File: src/rtl/matrix_pkg.sv
// Shared constants, types and segment decode for the LED-matrix readback decoder.
package matrix_pkg;

   localparam int unsigned ROWS     = 8;
   localparam int unsigned COLS     = 4;
   localparam int unsigned COL_W    = 2;
   localparam int unsigned CNT_W    = 8;
   localparam int unsigned NUM_SEGS = 8;

   localparam int unsigned SEG_A  = 0;
   localparam int unsigned SEG_B  = 1;
   localparam int unsigned SEG_C  = 2;
   localparam int unsigned SEG_D  = 3;
   localparam int unsigned SEG_E  = 4;
   localparam int unsigned SEG_F  = 5;
   localparam int unsigned SEG_G  = 6;
   localparam int unsigned SEG_DP = 7;

   // frame[c][r] is 1 when row r of column c is lit
   typedef logic [COLS-1:0][ROWS-1:0] frame_t;

   // Cell masks, written column 3 down to column 0
   localparam frame_t MASK_A  = {8'h00, 8'h01, 8'h01, 8'h00};
   localparam frame_t MASK_B  = {8'h06, 8'h00, 8'h00, 8'h00};
   localparam frame_t MASK_C  = {8'h30, 8'h00, 8'h00, 8'h00};
   localparam frame_t MASK_D  = {8'h00, 8'h40, 8'h40, 8'h00};
   localparam frame_t MASK_E  = {8'h00, 8'h00, 8'h00, 8'h30};
   localparam frame_t MASK_F  = {8'h00, 8'h00, 8'h00, 8'h06};
   localparam frame_t MASK_G  = {8'h00, 8'h08, 8'h08, 8'h00};
   localparam frame_t MASK_DP = {8'h80, 8'h00, 8'h00, 8'h00};

   localparam frame_t SEG_MASK [NUM_SEGS] = '{MASK_A, MASK_B, MASK_C, MASK_D,
                                              MASK_E, MASK_F, MASK_G, MASK_DP};

   typedef enum logic [1:0] {
      SYNC   = 2'd0,
      SETTLE = 2'd1,
      HOLD   = 2'd2
   } state_t;

   // Returns {consistency_error, active-high segments}
   function automatic logic [NUM_SEGS:0] decode_frame(input frame_t f);
      logic [NUM_SEGS-1:0] segs;
      logic                err;
      frame_t              hit;
      frame_t              used;
      segs = '0;
      err  = 1'b0;
      used = '0;
      for (int unsigned s = 0; s < NUM_SEGS; s++) begin
         hit  = f & SEG_MASK[s];
         used = used | SEG_MASK[s];
         if (hit == SEG_MASK[s]) begin
            segs[s] = 1'b1;
         end else if (hit != '0) begin
            err = 1'b1;
         end
      end
      if ((f & ~used) != '0) begin
         err = 1'b1;
      end
      return {err, segs};
   endfunction

endpackage

File: src/rtl/matrix_col_tracker.sv
// Column strobe decode, change detection against the last legal column, and settle counter.
module matrix_col_tracker
   import matrix_pkg::*;
#(
   parameter int unsigned SETTLE_CYCLES = 4
) (
   input  logic             clk,
   input  logic             reset,
   input  logic [COLS-1:0]  col_n,
   input  logic             cnt_clr,
   input  logic             cnt_inc,
   output logic [COL_W-1:0] col_idx_c,
   output logic             col_blank_c,
   output logic             col_illegal_c,
   output logic             col_change_c,
   output logic [COL_W-1:0] prev_col,
   output logic             settle_hit_c
);

   logic [COL_W-1:0] prev_col_q, prev_col_d;
   logic [CNT_W-1:0] cnt_q, cnt_d;
   logic             col_legal;

   always_comb begin
      col_idx_c     = '0;
      col_blank_c   = 1'b0;
      col_illegal_c = 1'b0;
      case (col_n)
         4'b1110: col_idx_c = 2'd0;
         4'b1101: col_idx_c = 2'd1;
         4'b1011: col_idx_c = 2'd2;
         4'b0111: col_idx_c = 2'd3;
         4'b1111: col_blank_c = 1'b1;
         default: col_illegal_c = 1'b1;
      endcase
   end

   assign col_legal    = !col_blank_c && !col_illegal_c;
   assign col_change_c = col_legal && (col_idx_c != prev_col_q);
   assign settle_hit_c = cnt_inc && (cnt_q == CNT_W'(SETTLE_CYCLES - 1));
   assign prev_col     = prev_col_q;

   always_comb begin
      prev_col_d = prev_col_q;
      cnt_d      = cnt_q;
      if (col_legal) begin
         prev_col_d = col_idx_c;
      end
      if (cnt_clr) begin
         cnt_d = '0;
      end else if (cnt_inc) begin
         cnt_d = cnt_q + CNT_W'(1);
      end
   end

   always_ff @(posedge clk) begin
      if (reset) begin
         prev_col_q <= '0;
         cnt_q      <= '0;
      end else begin
         prev_col_q <= prev_col_d;
         cnt_q      <= cnt_d;
      end
   end

endmodule

File: src/rtl/matrix_to_sevenseg.sv
// Reassembles a strobed 8x4 matrix frame and decodes it back to an active-low segment byte.
// Define MATRIX_DECODE_SYNC_EN to add 2-flop synchronizers on io_out/io_col.
module matrix_to_sevenseg
   import matrix_pkg::*;
#(
   parameter int unsigned SETTLE_CYCLES = 4
) (
   input  logic       clk,
   input  logic       reset,
   input  logic [7:0] io_out,
   input  logic [3:0] io_col,
   output logic [7:0] sevenseg_out,
   output logic       valid,
   output logic       frame_err
);

   logic [ROWS-1:0] rows_n;
   logic [COLS-1:0] cols_n;

`ifdef MATRIX_DECODE_SYNC_EN
   logic [ROWS-1:0] row_meta_q, row_sync_q;
   logic [COLS-1:0] col_meta_q, col_sync_q;

   always_ff @(posedge clk) begin
      if (reset) begin
         row_meta_q <= '1;
         row_sync_q <= '1;
         col_meta_q <= '1;
         col_sync_q <= '1;
      end else begin
         row_meta_q <= io_out;
         row_sync_q <= row_meta_q;
         col_meta_q <= io_col;
         col_sync_q <= col_meta_q;
      end
   end

   assign rows_n = row_sync_q;
   assign cols_n = col_sync_q;
`else
   assign rows_n = io_out;
   assign cols_n = io_col;
`endif

   logic [COL_W-1:0] col_idx_c, prev_col;
   logic             col_blank_c, col_illegal_c, col_change_c, settle_hit_c;
   logic             cnt_clr, cnt_inc;

   matrix_col_tracker #(
      .SETTLE_CYCLES(SETTLE_CYCLES)
   ) u_tracker (
      .clk          (clk),
      .reset        (reset),
      .col_n        (cols_n),
      .cnt_clr      (cnt_clr),
      .cnt_inc      (cnt_inc),
      .col_idx_c    (col_idx_c),
      .col_blank_c  (col_blank_c),
      .col_illegal_c(col_illegal_c),
      .col_change_c (col_change_c),
      .prev_col     (prev_col),
      .settle_hit_c (settle_hit_c)
   );

   state_t              state_q, state_d;
   frame_t              frame_q, frame_d;
   logic [COLS-1:0]     seen_q, seen_d;
   logic [7:0]          seg_q, seg_d;
   logic                valid_q, valid_d;
   logic                ferr_q, ferr_d;
   logic [NUM_SEGS:0]   dec;
   logic                seq_err, start_frame;

   assign dec = decode_frame(frame_q);

   always_comb begin
      state_d     = state_q;
      frame_d     = frame_q;
      seen_d      = seen_q;
      seg_d       = seg_q;
      valid_d     = 1'b0;
      ferr_d      = 1'b0;
      cnt_clr     = 1'b0;
      cnt_inc     = 1'b0;
      seq_err     = 1'b0;
      start_frame = 1'b0;
      case (state_q)
         SYNC: begin
            if (!col_blank_c && !col_illegal_c && (col_idx_c == '0)) begin
               start_frame = 1'b1;
            end
         end
         SETTLE: begin
            // The column must stay put until its rows are sampled
            if (col_illegal_c || col_blank_c || col_change_c) begin
               seq_err = 1'b1;
            end else begin
               cnt_inc = 1'b1;
               if (settle_hit_c) begin
                  frame_d[col_idx_c] = ~rows_n;
                  seen_d[col_idx_c]  = 1'b1;
                  state_d            = HOLD;
               end
            end
         end
         HOLD: begin
            if (col_illegal_c) begin
               seq_err = 1'b1;
            end else if (col_change_c) begin
               if (col_idx_c != COL_W'(prev_col + COL_W'(1))) begin
                  seq_err = 1'b1;
               end else if (prev_col == COL_W'(COLS - 1)) begin
                  if (seen_q != '1) begin
                     seq_err = 1'b1;
                  end else begin
                     if (dec[NUM_SEGS]) begin
                        ferr_d = 1'b1;
                     end else begin
                        valid_d = 1'b1;
                        seg_d   = ~dec[NUM_SEGS-1:0];
                     end
                     start_frame = 1'b1;
                  end
               end else begin
                  state_d = SETTLE;
                  cnt_clr = 1'b1;
               end
            end
         end
         default: state_d = SYNC;
      endcase
      if (start_frame) begin
         state_d = SETTLE;
         cnt_clr = 1'b1;
         frame_d = '0;
         seen_d  = '0;
      end
      if (seq_err) begin
         ferr_d  = 1'b1;
         frame_d = '0;
         seen_d  = '0;
         state_d = SYNC;
      end
   end

   always_ff @(posedge clk) begin
      if (reset) begin
         state_q <= SYNC;
         frame_q <= '0;
         seen_q  <= '0;
         seg_q   <= 8'hFF;
         valid_q <= 1'b0;
         ferr_q  <= 1'b0;
      end else begin
         state_q <= state_d;
         frame_q <= frame_d;
         seen_q  <= seen_d;
         seg_q   <= seg_d;
         valid_q <= valid_d;
         ferr_q  <= ferr_d;
      end
   end

   assign sevenseg_out = seg_q;
   assign valid        = valid_q;
   assign frame_err    = ferr_q;

endmodule

File: config.mk
export PLATFORM = sky130hd
export DESIGN_NAME = matrix_to_sevenseg
export DESIGN_NICKNAME = d
export VERILOG_FILES = /design/src/rtl/matrix_pkg.sv /design/src/rtl/matrix_col_tracker.sv /design/src/rtl/matrix_to_sevenseg.sv
export SDC_FILE = /design/constraint.sdc
export NUM_CORES = 1
export LEC_CHECK = 0
export CAP_MARGIN = 10
export CORE_MARGIN = 2
export CORE_UTILIZATION = 57
export DETAILED_ROUTE_END_ITERATION = 8
export PLACE_DENSITY = 0.79
export SLEW_MARGIN = 20
export SYNTH_ARGS = -nofsm -noshare
export SYNTH_HDL_FRONTEND = slang
export SYNTH_SLANG_ARGS = --single-unit
File: constraint.sdc
create_clock -name clk -period 3.1 [get_ports clk]
set_clock_uncertainty 0.15 [all_clocks]
set_input_delay 0.465 -clock clk [delete_from_list [all_inputs] [get_ports clk]]
set_output_delay 0.465 -clock clk [all_outputs]
set_load 0.02 [all_outputs]
# == Yosys cells after proc, flatten, opt, wreduce, memory -nomap -nowiden ==
# Index checks and enable logic that the tools add are counted.
# op_classes
addsub,2
n_mul,0
div_mod_pow,0
n_lt_le_gt_ge,2
n_eq_ne,32
shifts,0
muxes,70
n_bitwise,12
reduce_logical,27
# op_table
cell,count
nonzero test 32 bit,8
two-way mux 1 bit,56
bitwise mux 32 bit,1
AND reduction 7 bit,3
"equality test 2 bit, second input constant",9
"!= test 3 bit, second input constant",6
demux 8 bit (select 2 bit),1
"equality test 4 bit, second input constant",4
NOT 8 bit,2
"!= test 2 bit, second input constant",7
two-way mux 2 bit,6
case mux 2 bit (3 select lines),2
NOT 1 bit,9
"adder 8 x 1 -> 8 bit, second input constant",1
"equality test 8 x 2 -> 1 bit, second input constant",1
two-way mux 8 bit,1
OR reduction 7 bit,1
logical AND 1 bit,5
OR reduction 5 bit,1
"equality test 4 x 3 -> 1 bit, second input constant",1
logical NOT 2 bit,2
!= test 2 bit,2
"!= test 4 bit, second input constant",1
OR 4 bit,1
11 further kinds,14
# word_totals
ff_bits,58
latchBits,0
mem_bits_rw,0
romBits,0
in_bits,14
output_inout_bits,10
elab_cells,157
mem_count,0

# == Depth between registers and ports, before layout ==
# Gate-level depths: netlist of the first run.
# logic_depth
depth_word,24
mapped_depth,11

# == Cells and area by module ==
# Synthesis of the first run repeated with hierarchy kept, for this count alone.
# unflattened
hier_cells,313
hier_area_um2,2752.6
# modules_own_cells
mod,n_inst,cells_per_inst,area_per_inst_um2
matrix_to_sevenseg,1,235,2133.3
matrix_col_tracker,1,78,619.3

# == Worst setup path after synthesis of the first run ==
# No wires, ideal clock.
# synth_path
path_kind,in2reg
startpoint,in io_col[0]
endpoint,reg frame_q[14] (netlist name)
setup_time_ns,0.079
arrival_time_ns,2.470
setup_slack_ns,0.401
cell_stages,10
n_path_buf,3
path_cell_list,buf_6 or4b_4 a21oi_2 nor2_1 or3_1 buf_6 nor4_4 buf_6 nor2_2 a211oi_2
# synth_via
elab_chain_len,10
elab_cells_between_ends,40
# synth_rtl
element,line_no,source
from (decl),matrix_to_sevenseg.sv:11,"input logic [3:0] io_col,"
"parallel branches: the longest is 10 deep, another holds equality test 4 x 3 -> 1 bit",n/a,
to (signal assigned),matrix_to_sevenseg.sv:156,frame_q <= frame_d;
to (decl),matrix_to_sevenseg.sv:66,"frame_t frame_q, frame_d;"
# Parallel ways; which one is timed is not known.
# A chain may end at the register's enable or synchronous reset.

# == Worst setup path after layout of the first run ==
# layout_path
startpoint,in io_col[1]
endpoint,reg frame_q[10] (netlist name)
# The elaborated chain is that of the path after synthesis.

==> run metrics, run 1 <==
Critical Path AT=2.97 ns; Placeable Area=4750 um^2; slowest CP cell=a2111oi_1; power per cell area=449 nW/um^2; Min Hold Slack=0.310 ns; fillcell total=355; Final ANT Viol Nets=0; later-pin clock latency in the skew report=0.33 ns; worst hold path type=flop to flop; final worst-path cycle share=94.1%; peak supply drop=0.503 mV; DRC=0; WL/cell=13.8 um; largest net degree at the start of global routing=37; PortBufs=23; share of flip-flops with an asynchronous set or reset=0%; first-pass GRT wire length=9630 um; status=completed; hold depth=1; leak pwr=1.31 nW; Clock Pin Slew Worst Setup and Hold Paths=0.06 ns; CTS H-tree depth=3; fin crit period=2.92 ns; Setup CP Type=primary input to flop; Synthesized Nets=337; initial antenna violation count=0; most frequent CP cell=buf_4; die area=5520 um^2; GRT Resource Usage Total=23.3%; synth top area cells=dfxtp_1, a211oi_1, nor2_1; post-synth top area cell=dfxtp_1; syn_area_per_cell=8.91 um^2; Antenna diodes=0; Final Hold Fails=0; share of cells above drive strength 1=15.8%; Slew HR=73.5%; Tot Pwr=1.58 mW; register area share after synthesis=41.2%; GPL Wtd Cong=0.845; Post-CTS Setup Bufs=0; crit-path cells=clkdlybuf4s50_1 > buf_4 > nand2b_1 > o22ai_1 > a41oi_1 > a2111oi_1 > buf_4 > a21boi_1 > a21bo_1 > buf_12 > a211oi_1; Clk pwr share=42.8%; Net Switching=0.357 mW; Iteration-0 DRC Markers=203; Synth top area share=41.2%; Num CTS Buffers=9; Sw Share=22.6%; area of the mapped netlist=2820 um^2; Worst setup SP type=primary input; CTS sink count=58; Crit path max-delay family=compound AO/OA/AOI/OAI gates; CP required=3.15 ns; 1st-pass router iterations=5; vias in the first global route=2019; number of core rows=25; synth unique cells=56; hpwl dp=4210 um; MaxCap Viol Count=0; most instantiated cells after synthesis=nor2_1, dfxtp_1, a211oi_1; Internal Power=1.22 mW; CP Depth=11; Die Wd=74.3 um; top-count cell post-synth=nor2_1; f_max=0.343 GHz; Layout Nets=385; number of flops mapped to enable cells by yosys=0; ys flop type=dfxtp_1; post-synthesis register bit count=58; CP max FO=36; part of the power in registers=47.6%; Area after DPL=3320 um^2; Clock Tree Buf Depth=2; I/O pin count=24; CTS tree=built; Worst setup EP type=flop; Area Growth Syn to Fin=24.8%; Final setup viols=0; root buf cell=clkbuf_8; Starting Density=59.2%; Slew Limit Fails=0; post-CTS sizing=0; Crit path buffers/inverters=4; via count=2425; Reg2Reg Depth=9; Util after Layout=73.9%; die height=74.3 um; Post-CTS Hold Fix Bufs=0; YS warnings=0; Design Area, Final=3510 um^2; Gate Count Post-Synth=316; combinational power share=9.6%; vias per cell=5.59; WL final=5970 um; grt ovf=0; Worst path max stage delay=0.49 ns; Worst Max-Slew Pin Slew=0.393 ns; RSZ-0062 raised after global routing=no
==> cells in the final DEF (no fill, tap or decap), types with 3 or more instances in the layout <==
cell	count
ha_1	7
xor2_1	6
buf_12	5
mux2i_1	9
nand2_1	16
o21ai_0	5
nand3_1	9
nand4_1	6
a211oi_1	32
dfxtp_1	58
buf_4	30
inv_1	8
xnor2_1	9
nor4_1	5
a21oi_1	8
a31oi_1	6
nor2_1	60
a211o_1	3
clkdlybuf4s50_1	23
clkbuf_8	11
nand2b_1	8
==> power groups by stage <==
stage                     combinational (mW)  sequential (mW)  clock, mW
after floorplan                       0.0872            0.767          0
after global placement                 0.149            0.767          0
after detailed placement               0.150            0.767          0
after CTS                              0.150            0.751      0.684
after global routing                   0.165            0.751      0.721
final                                  0.152            0.751      0.675
==> state kept, by name, summed over array words and instances, names as in the netlist <==
name,cells
frame_q,32
sevenseg_out,8
u_tracker.cnt_q,8
seen_q,4
state_q,2
u_tracker.prev_col,2
frame_err,1
valid,1
==> metrics by stage <==
step           setup WS [ns]  setup TNS (ns)  std cells
2_1_floorplan          0.401               0        316
6_report               0.182               0        434
4_1_cts                0.227               0        434
5_1_grt              0.00223               0        434
3_3_place_gp         -0.0200          -0.377        420
3_5_place_dp          -0.102           -3.70        420
==> routing by layer <==
metal	share of wire, %	global-route usage [%]
met3	6.6	7.99
met2	42	32.4
met1	50	33.6
met5	0	0
met4	1.5	7.74
==> layout make-up <==
cell class / count / area (um^2) / share of cell area, %
Clock buffer: 11 / 151 / 4.31
Clock inverter: 3 / 40.0 / 1.14
Sequential cell: 58 / 1160 / 33.1
Inverter: 8 / 30.0 / 0.855
Multi-Input combinational cell: 229 / 1490 / 42.4
Tap cell: 67 / 83.8 / 2.39
Timing Repair Buffer: 58 / 556 / 15.8
==> worst register-to-register path, cell delays in order (launching register included) <==
cell and delay, ns:
dfxtp_1 0.33, buf_4 0.18, or4b_4 0.54, a21oi_2 0.16
nor2_1 0.07, or3_1 0.51, nor4_4 0.24, buf_12 0.18
nor2_1 0.06, a211oi_1 0.24
==> final timing paths <==
kind / from / to / slack [ns]
worst min register to register: sevenseg_out[7] / sevenseg_out[7] / 0.31
worst max register to register: u_tracker.prev_col[1] / frame_q[10] / 0.35
worst max-delay path: io_col[1] / frame_q[10] / 0.18
worst min-delay path: sevenseg_out[7] / sevenseg_out[7] / 0.31
==> cell families after synthesis <==
logic type,synth area share [%]
multiplexers,3.20
AO/OA/AOI/OAI,19.5
flip-flops,41.2
XOR/XNOR,4.67
buffers and inverters,5.82
AND/OR/NAND/NOR,22.5
adder cells (fa/ha/maj),3.11
(Power assumes the default switching activity.)
==> inputs of run 2 (changes only) <==
--- a/config.mk
+++ b/config.mk
@@ -10,7 +10,6 @@
 export CORE_UTILIZATION = 57
 export DETAILED_ROUTE_END_ITERATION = 8
 export PLACE_DENSITY = 0.79
-export SLEW_MARGIN = 20
 export SYNTH_ARGS = -nofsm -noshare
 export SYNTH_HDL_FRONTEND = slang
 export SYNTH_SLANG_ARGS = --single-unit
==> results of run 2 <==
No change in the layout: final DEF, timing and power equal those of run 1.
==> inputs of run 3 (changes only) <==
--- a/config.mk
+++ b/config.mk
@@ -6,10 +6,13 @@
 export NUM_CORES = 1
 export LEC_CHECK = 0
 export CAP_MARGIN = 10
+export CELL_PAD_IN_SITES_DETAIL_PLACEMENT = 1
+export CELL_PAD_IN_SITES_GLOBAL_PLACEMENT = 1
 export CORE_MARGIN = 2
-export CORE_UTILIZATION = 57
+export CORE_UTILIZATION = 44
+export CTS_CLUSTER_DIAMETER = 120
 export DETAILED_ROUTE_END_ITERATION = 8
-export PLACE_DENSITY = 0.79
+export PLACE_DENSITY_LB_ADDON = 0.1
 export SYNTH_ARGS = -nofsm -noshare
 export SYNTH_HDL_FRONTEND = slang
 export SYNTH_SLANG_ARGS = --single-unit
==> run metrics, run 3 (synthesis gave the netlist of run 1 again) <==
status=completed (unchanged); later-pin clock latency in the skew report=0.34 ns (was 0.33 ns); commonest non-fill, non-tap cell in the layout=nor2_1 (unchanged); final worst-path cycle share=95.4% (was 94.1%); RR Startpoint=u_tracker.prev_col[1] (unchanged); Layout Nets=388 (was 385); Iteration-0 DRC Markers=145 (was 203); CTS sink count=58 (unchanged); Util after Layout=57.5% (was 73.9%); MaxCap Viol Count=0 (unchanged); largest net degree at the start of global routing=38 (was 37); sequential cell area=1160 um^2 (unchanged); crit-path cells=clkdlybuf4s50_1 > buf_4 > nand2b_1 > o22ai_1 > a41oi_2 > a2111oi_2 > buf_4 > a21boi_1 > a21bo_1 > buf_12 > a211oi_1 (was clkdlybuf4s50_1 > buf_4 > nand2b_1 > o22ai_1 > a41oi_1 > a2111oi_1 > buf_4 > a21boi_1 > a21bo_1 > buf_12 > a211oi_1); DRC=0 (unchanged); WL/cell=16.8 um (was 13.8 um); number of core rows=29 (was 25); Largest register FFs=32 (unchanged); CP max FO=37 (was 36); Final Hold Fails=0 (unchanged); slowest CP cell=clkdlybuf4s50_1 (was a2111oi_1); Worst path max stage delay=0.47 ns (was 0.49 ns); Post-CTS Hold Fix Bufs=0 (unchanged); GPL Wtd Cong=0.830 (was 0.845); Setup Total Neg Slack=0 ns (unchanged); Min Hold Slack=0.314 ns (was 0.310 ns); Critical Path AT=3.02 ns (was 2.97 ns); multi-input combinational cell area=1500 um^2 (was 1490 um^2); vias in the first global route=2516 (was 2019); GRT Resource Usage Total=22.8% (was 23.3%); Cell Count, Final, Fillers Out=449 (was 434); power per cell area=481 nW/um^2 (was 449 nW/um^2); leak pwr=1.35 nW (was 1.31 nW); peak supply drop=0.407 mV (was 0.503 mV); grt ovf=0 (unchanged); worst hold path type=flop to flop (unchanged); most frequent CP cell=buf_4 (unchanged); Num CTS Buffers=9 (unchanged); f_max=0.338 GHz (was 0.343 GHz); crit path from=io_col[1] (unchanged); commonest cells after routing, fill and taps aside=nor2_1, dfxtp_1, a211oi_1, buf_4, clkdlybuf4s50_1 (was nor2_1, dfxtp_1, a211oi_1); Die Wd=84.0 um (was 74.3 um); die height=84.0 um (was 74.3 um); Worst Max-Slew Pin Slew=0.365 ns (was 0.393 ns); via count=2505 (was 2425); root buf cell=clkbuf_8 (unchanged); Worst setup SP type=primary input (unchanged); Clock Pin Slew Worst Setup and Hold Paths=0.07 ns (was 0.06 ns); share of cells above drive strength 1=17.2% (was 15.8%); Slew Limit Fails=0 (unchanged); Placeable Area=6280 um^2 (was 4750 um^2); CP required=3.16 ns (was 3.15 ns); hpwl dp=5120 um (was 4210 um); fin crit period=2.96 ns (was 2.92 ns); PortBufs=23 (unchanged); Reg-to-Reg End=frame_q[27] (was frame_q[10]); internal reg-to-reg setup slack=0.20 ns (was 0.35 ns); 1st-pass router iterations=4 (was 5); I/O pin count=24 (unchanged); Slew HR=75.6% (was 73.5%); Final setup viols=0 (unchanged); Final ANT Viol Nets=0 (unchanged); CTS tree=built (unchanged); RSZ-0062 raised after global routing=no (unchanged); register name with the most flops=frame_q (unchanged); Starting Density=44.8% (was 59.2%); setup slack after layout=0.144 ns (was 0.182 ns); vias per cell=5.58 (was 5.59); Setup CP Type=primary input to flop (unchanged); Reg2Reg Depth=9 (unchanged); Worst setup EP type=flop (unchanged); Area Growth Syn to Fin=28.2% (was 24.8%); Placed Instances=433 (was 420); WL final=7560 um (was 5970 um); die area=7050 um^2 (was 5520 um^2); Setup Slack @ Placement=-0.187 ns (was -0.102 ns); fillcell total=728 (was 355); CTS H-tree depth=3 (unchanged); Antenna diodes=0 (unchanged); initial antenna violation count=0 (unchanged); Worst setup endpoint=frame_q[27] (was frame_q[10]); Clock Tree Buf Depth=2 (unchanged); first-pass GRT wire length=12700 um (was 9630 um)
[run 3: worst min-delay path by stage]
| stage | to | start | cells after the start | slack (ns) |
|---|---|---|---|---|
| after detailed placement | sevenseg_out[0] | sevenseg_out[0] | 1 | 0.30 |
| after global placement | sevenseg_out[7] | sevenseg_out[7] | 1 | 0.29 |
| final | sevenseg_out[0] | sevenseg_out[0] | 1 | 0.31 |
| after CTS | sevenseg_out[0] | sevenseg_out[0] | 1 | 0.32 |
| after global routing | sevenseg_out[7] | sevenseg_out[7] | 1 | 0.34 |
| after floorplan | seen_q[0] | seen_q[0] | 2 | 0.29 |
[run 3: repair_timing]
action                     4_1_cts  5_1_grt
buffers inserted                 0        0
gates resized for setup          0        2
setup endpoints to repair        0       36
[run 3: cell type report]
type                    count  share of cell area [%]
flip-flops and latches     58                    32.2
well taps                  77                    2.67
repair buffers             61                    16.4
clock inverters             4                    2.05
clock buffers              12                    4.30
inverters                   8                   0.832
multi-input cells         229                    41.6
[run 3: critical path, delay by kind of cell]
kind,cells,cell delay (ns)
buf+inv,4,1.09
compound gates,6,1.27
simple gates,1,0.19
[run 3: routing by layer]
layer / global-route usage, % / share of wire, %
met1: 31.7 / 50
met5: 0 / 0
met4: 6.89 / 1.3
met2: 35.5 / 46
met3: 4.85 / 3.4
[run 3: report_power, final]
group,total (mW),switching (mW),internal (mW),leakage [nW]
combinational,0.161,0.0861,0.0753,0.764
sequential,0.755,0.00764,0.748,0.468
clock,0.820,0.323,0.497,0.117
[run 3: through the flow]
step                      cell area (um^2)  power (mW)
after floorplan                       2820       0.854
after global placement                3370       0.926
after detailed placement              3370       0.928
after CTS                             3600        1.75
after global routing                  3610        1.80
final                                 3610        1.74
